$ cat src/rtl/j1_boot_ctrl.sv
// j1_boot_ctrl - boot sequencer for the j1 core.
//
// Holds the core in reset while a program image arrives as a byte stream,
// assembles 16-bit little-endian instructions, writes them into code RAM,
// then releases the core.
//
// Stream: LEN_LO LEN_HI { W_LO W_HI } x LEN [CSUM]
//
// Optional feature macro: J1_BOOT_CHECKSUM_EN
//   When defined, one trailing checksum byte follows the image. The image
//   is accepted when (sum of all data bytes + checksum byte) mod 256 == 0.
//
// Ports:
//   clk          clock
//   reset        asynchronous active-high reset
//   rx_valid     byte available on rx_data
//   rx_data      stream byte
//   rx_ready     block accepts a byte (transfer on rx_valid && rx_ready)
//   boot_req     single-cycle request to restart loading
//   code_we      code RAM write strobe (one cycle per word)
//   code_waddr   code RAM word address
//   code_wdata   instruction word {hi, lo}
//   core_resetq  active-low reset to the j1 core
//   done         image loaded, core running
//   err          load failed, core held in reset
module j1_boot_ctrl #(
  parameter int CODE_AW = 13
) (
  input  logic               clk,
  input  logic               reset,
  input  logic               rx_valid,
  input  logic [7:0]         rx_data,
  output logic               rx_ready,
  input  logic               boot_req,
  output logic               code_we,
  output logic [CODE_AW-1:0] code_waddr,
  output logic [15:0]        code_wdata,
  output logic               core_resetq,
  output logic               done,
  output logic               err
);

  typedef enum logic [2:0] {
    ST_HDR_LO  = 3'd0,
    ST_HDR_HI  = 3'd1,
    ST_DATA_LO = 3'd2,
    ST_DATA_HI = 3'd3,
`ifdef J1_BOOT_CHECKSUM_EN
    ST_CSUM    = 3'd4,
`endif
    ST_RUN     = 3'd5,
    ST_ERR     = 3'd6
  } state_t;

  // Largest legal word count: the whole code RAM.
  localparam logic [16:0] MAX_LEN = 17'd1 << CODE_AW;

  state_t             state_r;
  logic [15:0]        len_r;
  logic [7:0]         lo_r;
  logic [CODE_AW-1:0] addr_r;
  // One bit wider than the address so a full-RAM image can be counted.
  logic [CODE_AW:0]   wcnt_r;

  logic               xfer_s;
  logic [15:0]        len_s;
  logic               len_bad_s;
  logic               last_word_s;

  assign xfer_s      = rx_valid && rx_ready;
  assign len_s       = {rx_data, len_r[7:0]};
  assign len_bad_s   = (len_s == 16'd0) || ({1'b0, len_s} > MAX_LEN);
  assign last_word_s = ((16'(wcnt_r) + 16'd1) == len_r);

`ifdef J1_BOOT_CHECKSUM_EN
  logic [7:0] sum_r;
  logic       csum_ok_s;

  // Modulo-256 accumulation of the image checksum.
  function automatic logic [7:0] csum_add(input logic [7:0] acc, input logic [7:0] b);
    return acc + b;
  endfunction

  assign csum_ok_s = (csum_add(sum_r, rx_data) == 8'd0);
`endif

  // Load sequencer: state, counters and all registered outputs.
  always_ff @(posedge clk or posedge reset) begin
    if (reset) begin
      state_r     <= ST_HDR_LO;
      len_r       <= 16'd0;
      lo_r        <= 8'd0;
      addr_r      <= '0;
      wcnt_r      <= '0;
      rx_ready    <= 1'b0;
      code_we     <= 1'b0;
      code_waddr  <= '0;
      code_wdata  <= 16'd0;
      core_resetq <= 1'b0;
      done        <= 1'b0;
      err         <= 1'b0;
`ifdef J1_BOOT_CHECKSUM_EN
      sum_r       <= 8'd0;
`endif
    end else begin
      code_we <= 1'b0;
      if (boot_req) begin
        // Restart wins over any byte offered in the same cycle; RAM contents are left as-is.
        state_r     <= ST_HDR_LO;
        len_r       <= 16'd0;
        addr_r      <= '0;
        wcnt_r      <= '0;
        rx_ready    <= 1'b1;
        core_resetq <= 1'b0;
        done        <= 1'b0;
        err         <= 1'b0;
`ifdef J1_BOOT_CHECKSUM_EN
        sum_r       <= 8'd0;
`endif
      end else begin
        case (state_r)
          ST_HDR_LO: begin
            rx_ready <= 1'b1;
            if (xfer_s) begin
              len_r[7:0] <= rx_data;
              state_r    <= ST_HDR_HI;
            end
          end
          ST_HDR_HI: begin
            rx_ready <= 1'b1;
            if (xfer_s) begin
              len_r <= len_s;
              if (len_bad_s) begin
                state_r  <= ST_ERR;
                err      <= 1'b1;
                rx_ready <= 1'b0;
              end else begin
                addr_r  <= '0;
                wcnt_r  <= '0;
                state_r <= ST_DATA_LO;
`ifdef J1_BOOT_CHECKSUM_EN
                sum_r   <= 8'd0;
`endif
              end
            end
          end
          ST_DATA_LO: begin
            rx_ready <= 1'b1;
            if (xfer_s) begin
              lo_r    <= rx_data;
              state_r <= ST_DATA_HI;
`ifdef J1_BOOT_CHECKSUM_EN
              sum_r   <= csum_add(sum_r, rx_data);
`endif
            end
          end
          ST_DATA_HI: begin
            rx_ready <= 1'b1;
            if (xfer_s) begin
              code_we    <= 1'b1;
              code_waddr <= addr_r;
              code_wdata <= {rx_data, lo_r};
              wcnt_r     <= wcnt_r + (CODE_AW+1)'(1);
`ifdef J1_BOOT_CHECKSUM_EN
              sum_r      <= csum_add(sum_r, rx_data);
`endif
              if (last_word_s) begin
`ifdef J1_BOOT_CHECKSUM_EN
                state_r     <= ST_CSUM;
`else
                // The core restarts at pc=0, so releasing alongside the last write is safe.
                state_r     <= ST_RUN;
                rx_ready    <= 1'b0;
                core_resetq <= 1'b1;
                done        <= 1'b1;
`endif
              end else begin
                // Address only advances between words, so it never wraps past the top.
                addr_r  <= addr_r + CODE_AW'(1);
                state_r <= ST_DATA_LO;
              end
            end
          end
`ifdef J1_BOOT_CHECKSUM_EN
          ST_CSUM: begin
            rx_ready <= 1'b1;
            if (xfer_s) begin
              rx_ready <= 1'b0;
              if (csum_ok_s) begin
                state_r     <= ST_RUN;
                core_resetq <= 1'b1;
                done        <= 1'b1;
              end else begin
                state_r <= ST_ERR;
                err     <= 1'b1;
              end
            end
          end
`endif
          ST_RUN: begin
            rx_ready    <= 1'b0;
            core_resetq <= 1'b1;
            done        <= 1'b1;
          end
          ST_ERR: begin
            rx_ready    <= 1'b0;
            core_resetq <= 1'b0;
            err         <= 1'b1;
          end
          default: begin
            state_r     <= ST_HDR_LO;
            rx_ready    <= 1'b0;
            core_resetq <= 1'b0;
            done        <= 1'b0;
            err         <= 1'b0;
          end
        endcase
      end
    end
  end

endmodule

$ cat config.mk
export PLATFORM = sky130hd
export DESIGN_NAME = j1_boot_ctrl
export DESIGN_NICKNAME = d
export VERILOG_FILES = /design/src/rtl/j1_boot_ctrl.sv
export SDC_FILE = /design/constraint.sdc
export NUM_CORES = 1
export LEC_CHECK = 0
export ABC_AREA = 1
export CORE_ASPECT_RATIO = 0.9
export CORE_MARGIN = 5
export CORE_UTILIZATION = 60
export DETAILED_ROUTE_END_ITERATION = 7
export DONT_BUFFER_PORTS = 1
export GPL_ROUTABILITY_DRIVEN = 0
export PLACE_DENSITY = 0.76
export SKIP_CTS_REPAIR_TIMING = 1
export SLEW_MARGIN = 20
export SYNTH_ARGS = -nofsm -noshare
export SYNTH_HDL_FRONTEND = slang
export SYNTH_SLANG_ARGS = --single-unit
$ cat constraint.sdc
create_clock -name clk -period 4.67 [get_ports clk]
set_clock_uncertainty 0.1 [all_clocks]
set_input_delay 0.934 -clock clk [delete_from_list [all_inputs] [get_ports clk]]
set_output_delay 0.934 -clock clk [all_outputs]
set_load 0.02 [all_outputs]
==> flow_metrics.tcl, run 1 <==
set metrics [dict create \
    outcome "finished, final reports clean" \
    detail_route.drc_violations 0 \
    synth_seq_area_share_pct 45.9 \
    clk_pin_slew_worst_paths_ns 0.10 \
    finalCritPeriodShare_pct 60.8 \
    p_leak_nw 2.47 \
    timing.critical_path.fanout_max 14 \
    io_pins 46 \
    port_buffers 0 \
    clock_tree.htree_level_count 3 \
    grt_overflow_total 0 \
    total_power_mw 1.66 \
    wire_length_of_the_first_global_routing_pass_um 19400 \
    min-delay-path-class "reg -> reg" \
    placeableCoreArea_sq_um 7910 \
    fp.dieArea_sq_um 9890 \
    worst-r2r-cell-count 13 \
    setup_violations 0 \
    crit_chain "ha_1 > nand2_2 > nor2_2 > nand3_1 > nand3_1 > and3_1 > nand2_1 > nor2_2 > nand3_2 > nand2_4 > nand2_2 > nand2_1 > nand2_1" \
    cp_slowest_stage_delay_ns 0.43 \
    worst_setup_path_start_kind "flip-flop" \
    maxSlewHeadroom_pct 39.6 \
    reg2reg_setup_slack_ns 1.83 \
    detailed_place.area_sq_um 4830 \
    finalWirelength_um 11400 \
    die_width_um 104 \
    tritoncts "done" \
    synthDominantAreaCellType "sky130_fd_sc_hd__dfrtp_1" \
    finish.instance_area_sq_um 5030 \
    endpoint_kind "flip-flop" \
    die_h_um 94.8 \
    numPlacedInstances 736 \
    finish.net_count 662 \
    hold_path_origin "lo_r[1]$_DFFE_PP0P_" \
    drtPass1Iterations 5 \
    grt_antenna_before_repair 0 \
    synth-main-ff-cell "sky130_fd_sc_hd__dfrtp_1" \
    placementRows 31 \
    clock_tree.root_cell "sky130_fd_sc_hd__clkbuf_8" \
    power_per_cell_area_nw_per_um2 330 \
    vias_per_std_cell 5.63 \
    first_global_vias 4017 \
    critical_path.n_buffers_inverters 0 \
    path_class "reg -> reg" \
    worstPathArrival_ns 3.00 \
    ys_top_cells_by_count "sky130_fd_sc_hd__nand2_1, sky130_fd_sc_hd__dfrtp_1, sky130_fd_sc_hd__inv_1" \
    post-route-min-period_ns 2.84 \
    areaGrowthSynthToFinish_pct 4.82 \
    min_delay_worst_endpoint "code_wdata[1]$_DFFE_PP0P_" \
    synthesis.yosys.warnings 0 \
    cp_max_stage_cell "sky130_fd_sc_hd__dfrtp_1" \
    final_hold_fails 0 \
    dr_total_vias 4231 \
    postSynthRegisterBits 88 \
    cells_after_synthesis 653 \
    final_cells 752 \
    cts_sinks 88 \
    clk_path_buf_depth 2 \
    synth.top_cells.by_area "sky130_fd_sc_hd__dfrtp_1, sky130_fd_sc_hd__nand2_1, sky130_fd_sc_hd__nand3_1" \
    worst_path_dominant_cell_family "simple AND/OR/NAND/NOR gates" \
    synthDistinctLibCells 35 \
    drt_iter0_drc 314 \
    r2r_start "wcnt_r[1]$_DFFE_PP0P_" \
    mappedNetlistNets 667 \
    detail_route.wl_per_cell_um 15.2 \
    critical-path-top-cell-by-count "sky130_fd_sc_hd__nand2_1" \
    ys_async_sr_fraction_pct 100 \
    post-dp-hpwl_um 8380 \
    grt_start_max_net_pins 55 \
    worst-slew-pin-transition_ns 0.905 \
    grt_setup_unrepaired "false" \
    fmax_mhz 352 \
    tritoncts.num_buffers 9 \
    regToRegEndpoint "addr_r[8]$_DFFE_PP0P_" \
    clkLatencyLatePin_ns 0.36 \
    worstPathRequired_ns 4.83 \
    synth.avg_cell_area_sq_um 7.35 \
    post-synth-top-count-cell "sky130_fd_sc_hd__nand2_1" \
    globalRouteTotalUtil_pct 24.1 \
    count_of_flip_flops_with_a_built_in_enable_after_synthesis 0 \
    yosysTopAreaCellShare_pct 45.9 \
    post_synth_instance_area_sq_um 4800 \
    vdd.ir_drop.worst_uv 240 \
    floorplan.initialDensity_pct 60.6 \
    maxSlewViolCount 0 \
    layout-drive-gt1-share_pct 6.89 \
    antennaDiodeCount 0 \
    final_antenna_net_count 0 \
    maxCapViolCount 0 \
    min_path_cells 2 \
    finalSetupTns_ns 0 \
]
[state kept, by name, indices dropped and copies added, names as in the netlist]
name         count
done             1
code_wdata      16
code_we          1
lo_r             8
code_waddr      13
addr_r          13
rx_ready         1
core_resetq      1
state_r          3
err              1
len_r           16
wcnt_r          14
[layer usage]
| layer | up-vias | track usage [%] | part of all wire, % |
|---|---|---|---|
| met5 | - | 0 | 0 |
| met4 | 0 | 7.55 | 0.88 |
| met3 | 14 | 5.88 | 6.2 |
| met2 | 144 | 37.3 | 46 |
| met1 | 1986 | 33.7 | 47 |
| li1 | 2087 | - | - |
[worst min-delay path, delay by kind of cell (launching register included)]
kind             cells  cell delay (ns)
AND/OR/NAND/NOR      2             0.10
flip-flops           1             0.36
[report_power, final]
part	switching (mW)	internal, mW	total [mW]
Sequential	0.0745	0.836	0.910
Combinational	0.162	0.0725	0.234
Clock	0.306	0.210	0.516
Total	0.542	1.12	1.66
[logic make-up (layout without fill, tap and decap cells)]
family,after synthesis,after routing,synth area share [%]
AO/OA/AOI/OAI,71,71,7.82
XOR/XNOR,9,9,1.64
adder cells (fa/ha/maj),2,2,0.521
buffers and inverters,97,97,8.37
flip-flops,88,88,45.9
multiplexers,1,1,0.235
AND/OR/NAND/NOR,385,385,35.5
[final cells by class]
cell class	instances	area (sq um)
timing repair buffer	2	15.0
clock inverter	7	68.8
inverter	79	298
sequential	88	2200
multi-input combinational	468	2200
clock buffer	9	124
tap	99	124
fill	709	2880
[worst max-delay path by stage]
stage	from	endpoint	slack [ns]	cells past startpoint
2_1_floorplan	reset	addr_r[0]$_DFFE_PP0P_	1.36	1
3_3_place_gp	rx_data[0]	addr_r[8]$_DFFE_PP0P_	1.69	11
3_5_place_dp	rx_data[0]	addr_r[8]$_DFFE_PP0P_	1.57	11
4_1_cts	wcnt_r[1]$_DFFE_PP0P_	addr_r[7]$_DFFE_PP0P_	1.91	13
5_1_grt	wcnt_r[1]$_DFFE_PP0P_	addr_r[8]$_DFFE_PP0P_	1.58	14
6_report	wcnt_r[1]$_DFFE_PP0P_	addr_r[8]$_DFFE_PP0P_	1.83	13
[through the flow]
step | setup WS (ns) | hold slack (ns) | utilization, %
CTS | 1.91 | 0.386 | 63.5
global placement | 1.69 | 0.362 | 61.1
global route | 1.58 | 0.401 | 63.6
detailed placement | 1.57 | 0.363 | 61.1
floorplan | 1.36 | 0.349 | -
finish | 1.83 | 0.382 | 63.6
[placed cells by master, fill, tap and decap left out, types with 2 or more instances in the layout]
| cell type | instances |
|---|---|
| sky130_fd_sc_hd__dfrtp_1 | 88 |
| sky130_fd_sc_hd__nor3_1 | 11 |
| sky130_fd_sc_hd__nor2_2 | 4 |
| sky130_fd_sc_hd__nor2_4 | 2 |
| sky130_fd_sc_hd__nand2_2 | 11 |
| sky130_fd_sc_hd__nand3_1 | 64 |
| sky130_fd_sc_hd__a21oi_1 | 7 |
| sky130_fd_sc_hd__nand3b_1 | 2 |
| sky130_fd_sc_hd__ha_1 | 2 |
| sky130_fd_sc_hd__inv_6 | 2 |
| sky130_fd_sc_hd__a31oi_1 | 2 |
| sky130_fd_sc_hd__nor2_1 | 60 |
| sky130_fd_sc_hd__o22ai_1 | 5 |
| sky130_fd_sc_hd__clkbuf_8 | 9 |
| sky130_fd_sc_hd__inv_8 | 3 |
| sky130_fd_sc_hd__o21ai_0 | 51 |
| sky130_fd_sc_hd__xor2_1 | 8 |
| sky130_fd_sc_hd__inv_1 | 77 |
| sky130_fd_sc_hd__nand3_2 | 3 |
| sky130_fd_sc_hd__nor4_1 | 4 |
| sky130_fd_sc_hd__clkinv_4 | 2 |
| sky130_fd_sc_hd__nand2_1 | 203 |
| sky130_fd_sc_hd__nand4_1 | 15 |
| sky130_fd_sc_hd__buf_4 | 2 |
No activity file was read; power rests on OpenSTA's default activity.
==> run 2, diff against run 1 <==
==> constraint.sdc (replaced) <==
create_clock -name clk -period 2.63 [get_ports clk]
set_clock_uncertainty 0.1 [all_clocks]
set_input_delay 0.526 -clock clk [delete_from_list [all_inputs] [get_ports clk]]
set_output_delay 0.526 -clock clk [all_outputs]
set_load 0.02 [all_outputs]
==> flow_metrics.tcl, run 2 (same netlist as run 1, synthesis figures left out) <==
set metrics [dict create \
    total_power_mw 2.99 \
    numPlacedInstances 743 \
    layout.cells.most_common "sky130_fd_sc_hd__nand2_1" \
    route.layer.met1.wl_um 5380 \
    finalCritPeriodShare_pct 95.2 \
    drt_iter0_drc 358 \
    detail_route.drc_violations 0 \
    crit_chain "ha_2 > nor2_1 > nor2_1 > nand3_1 > nor2_1 > nand3b_1 > nor2_1 > nand2_1 > nor2_2 > nand3_2 > nand2_4 > nand2_2 > nand2_1 > nand2_1" \
    placementRows 31 \
    floorplan.initialDensity_pct 60.6 \
    detail_route.wl_per_cell_um 15.6 \
    globalRouteTotalUtil_pct 25.1 \
    top_layer_used "met4" \
    pre_cts_ws_ns 0.0899 \
    cts_sinks 88 \
    drtPass1Iterations 4 \
    timing.critical_path.fanout_max 11 \
    final_cells 761 \
    vdd.ir_drop.worst_uv 347 \
    vias_per_std_cell 5.64 \
    maxSlewViolCount 0 \
    worst-slew-pin-transition_ns 0.784 \
    clkLatencyLatePin_ns 0.37 \
    hold_path_origin "boot_req" \
    tritoncts.num_buffers 9 \
    endpoint_kind "flip-flop" \
    final_worst_hold_slack_ns 0.224 \
    maxSlewHeadroom_pct 47.8 \
    final_hold_fails 0 \
    regToRegEndpoint "addr_r[8]$_DFFE_PP0P_" \
    detailed_place.area_sq_um 4890 \
    finish.net_count 671 \
    worst-r2r-cell-count 14 \
    min_delay_worst_endpoint "addr_r[3]$_DFFE_PP0P_" \
    fp.dieArea_sq_um 9890 \
    fillCellCount 707 \
    worstPathArrival_ns 2.67 \
    die_width_um 104 \
    grt_overflow_total 0 \
    fin_ws_ns 0.126 \
    areaGrowthSynthToFinish_pct 6.65 \
    layout-drive-gt1-share_pct 8.31 \
    detailroute.wirelength.met3_um 864 \
    final_antenna_net_count 0 \
    clk_pin_slew_worst_paths_ns 0.10 \
    grt_antenna_before_repair 0 \
    clock_tree.root_cell "sky130_fd_sc_hd__clkbuf_8" \
    reg.largest.list "code_wdata x16, len_r x16, wcnt_r x14" \
    critical_path.n_buffers_inverters 0 \
    placeableCoreArea_sq_um 7910 \
    port_buffers 0 \
    cp_max_stage_cell "sky130_fd_sc_hd__dfrtp_1" \
    p_leak_nw 2.50 \
    fmax_mhz 399 \
    post-route-min-period_ns 2.50 \
    post-dp-hpwl_um 8750 \
    min-delay-path-class "in -> reg" \
    first_global_vias 4037 \
    dr_total_vias 4291 \
    cp_slowest_stage_delay_ns 0.44 \
    critical-path-top-cell-by-count "sky130_fd_sc_hd__nor2_1" \
    die_h_um 94.8 \
    wl_met2_um 5450 \
    antennaDiodeCount 0 \
    outcome "finished, final reports clean" \
    final_cell_mix "sky130_fd_sc_hd__nand2_1, sky130_fd_sc_hd__dfrtp_1, sky130_fd_sc_hd__inv_1" \
    wire_length_of_the_first_global_routing_pass_um 20100 \
    tritoncts "done" \
    min_path_cells 3 \
    grt_start_max_net_pins 53 \
    setup_violations 0 \
    r2r_start "wcnt_r[1]$_DFFE_PP0P_" \
    clk_path_buf_depth 2 \
    worst_setup_path_start_kind "flip-flop" \
    path_class "reg -> reg" \
    register_area_sq_um 2200 \
    clock_tree.htree_level_count 3 \
    finish.instance_area_sq_um 5120 \
    maxCapViolCount 0 \
    worstPathRequired_ns 2.79 \
    io_pins 46 \
    power_per_cell_area_nw_per_um2 584 \
    worst_path_dominant_cell_family "simple AND/OR/NAND/NOR gates" \
    reg2reg_setup_slack_ns 0.13 \
    multiInputGateArea_sq_um 2210 \
    finalWirelength_um 11900 \
]
==> run 2: worst max-delay path by stage <==
stage / from / to / slack, ns / cells past startpoint
global placement: wcnt_r[0]$_DFFE_PP0P_ / addr_r[12]$_DFFE_PP0P_ / 0.23 / 14
detailed placement: wcnt_r[0]$_DFFE_PP0P_ / addr_r[8]$_DFFE_PP0P_ / 0.09 / 14
CTS: wcnt_r[0]$_DFFE_PP0P_ / addr_r[8]$_DFFE_PP0P_ / 0.05 / 14
global route: wcnt_r[1]$_DFFE_PP0P_ / addr_r[11]$_DFFE_PP0P_ / -0.03 / 14
floorplan: wcnt_r[0]$_DFFE_PP0P_ / addr_r[8]$_DFFE_PP0P_ / 0.52 / 16
finish: wcnt_r[1]$_DFFE_PP0P_ / addr_r[8]$_DFFE_PP0P_ / 0.13 / 14
==> run 2: per-layer routing <==
layer,global-route usage [%],vias to the layer above
met4,6.69,0
met2,39.6,191
met1,35.4,1965
li1,-,2109
met3,5.19,26
met5,0,-
==> run 2: cell type report <==
class                      count  area share, %
sequential                    88           43.1
clock buffer                   9           2.42
tap                           99           2.42
inverter                      79           5.87
clock inverter                 7           1.47
multi-input combinational    469           43.3
timing repair buffer          10           1.52
==> run 2: tightest hold or removal path, cell delays in order <==
cell,delay (ns)
sky130_fd_sc_hd__nor4_1,0.04
sky130_fd_sc_hd__nand2_1,0.05
sky130_fd_sc_hd__nand2_1,0.04
==> run 2: per-stage QoR <==
stage | setup TNS, ns | utilization [%]
after detailed placement | 0 | 61.8
after floorplan | 0 | -
after CTS | 0 | 64.3
after global placement | 0 | 61.8
final | 0 | 64.7
after global routing | -0.107 | 64.7
==> run 2: power by group <==
part | internal (mW) | switching, mW
Combinational | 0.142 | 0.293
Clock | 0.374 | 0.558
Sequential | 1.48 | 0.135
==> run 3, diff against run 2 <==
--- a/config.mk
+++ b/config.mk
@@ -6,6 +6,7 @@
 export NUM_CORES = 1
 export LEC_CHECK = 0
 export ABC_AREA = 1
+export CAP_MARGIN = 5
 export CORE_ASPECT_RATIO = 0.9
 export CORE_MARGIN = 5
 export CORE_UTILIZATION = 60
==> results of run 3 <==
No change in the layout: final DEF, timing and power equal those of run 2.
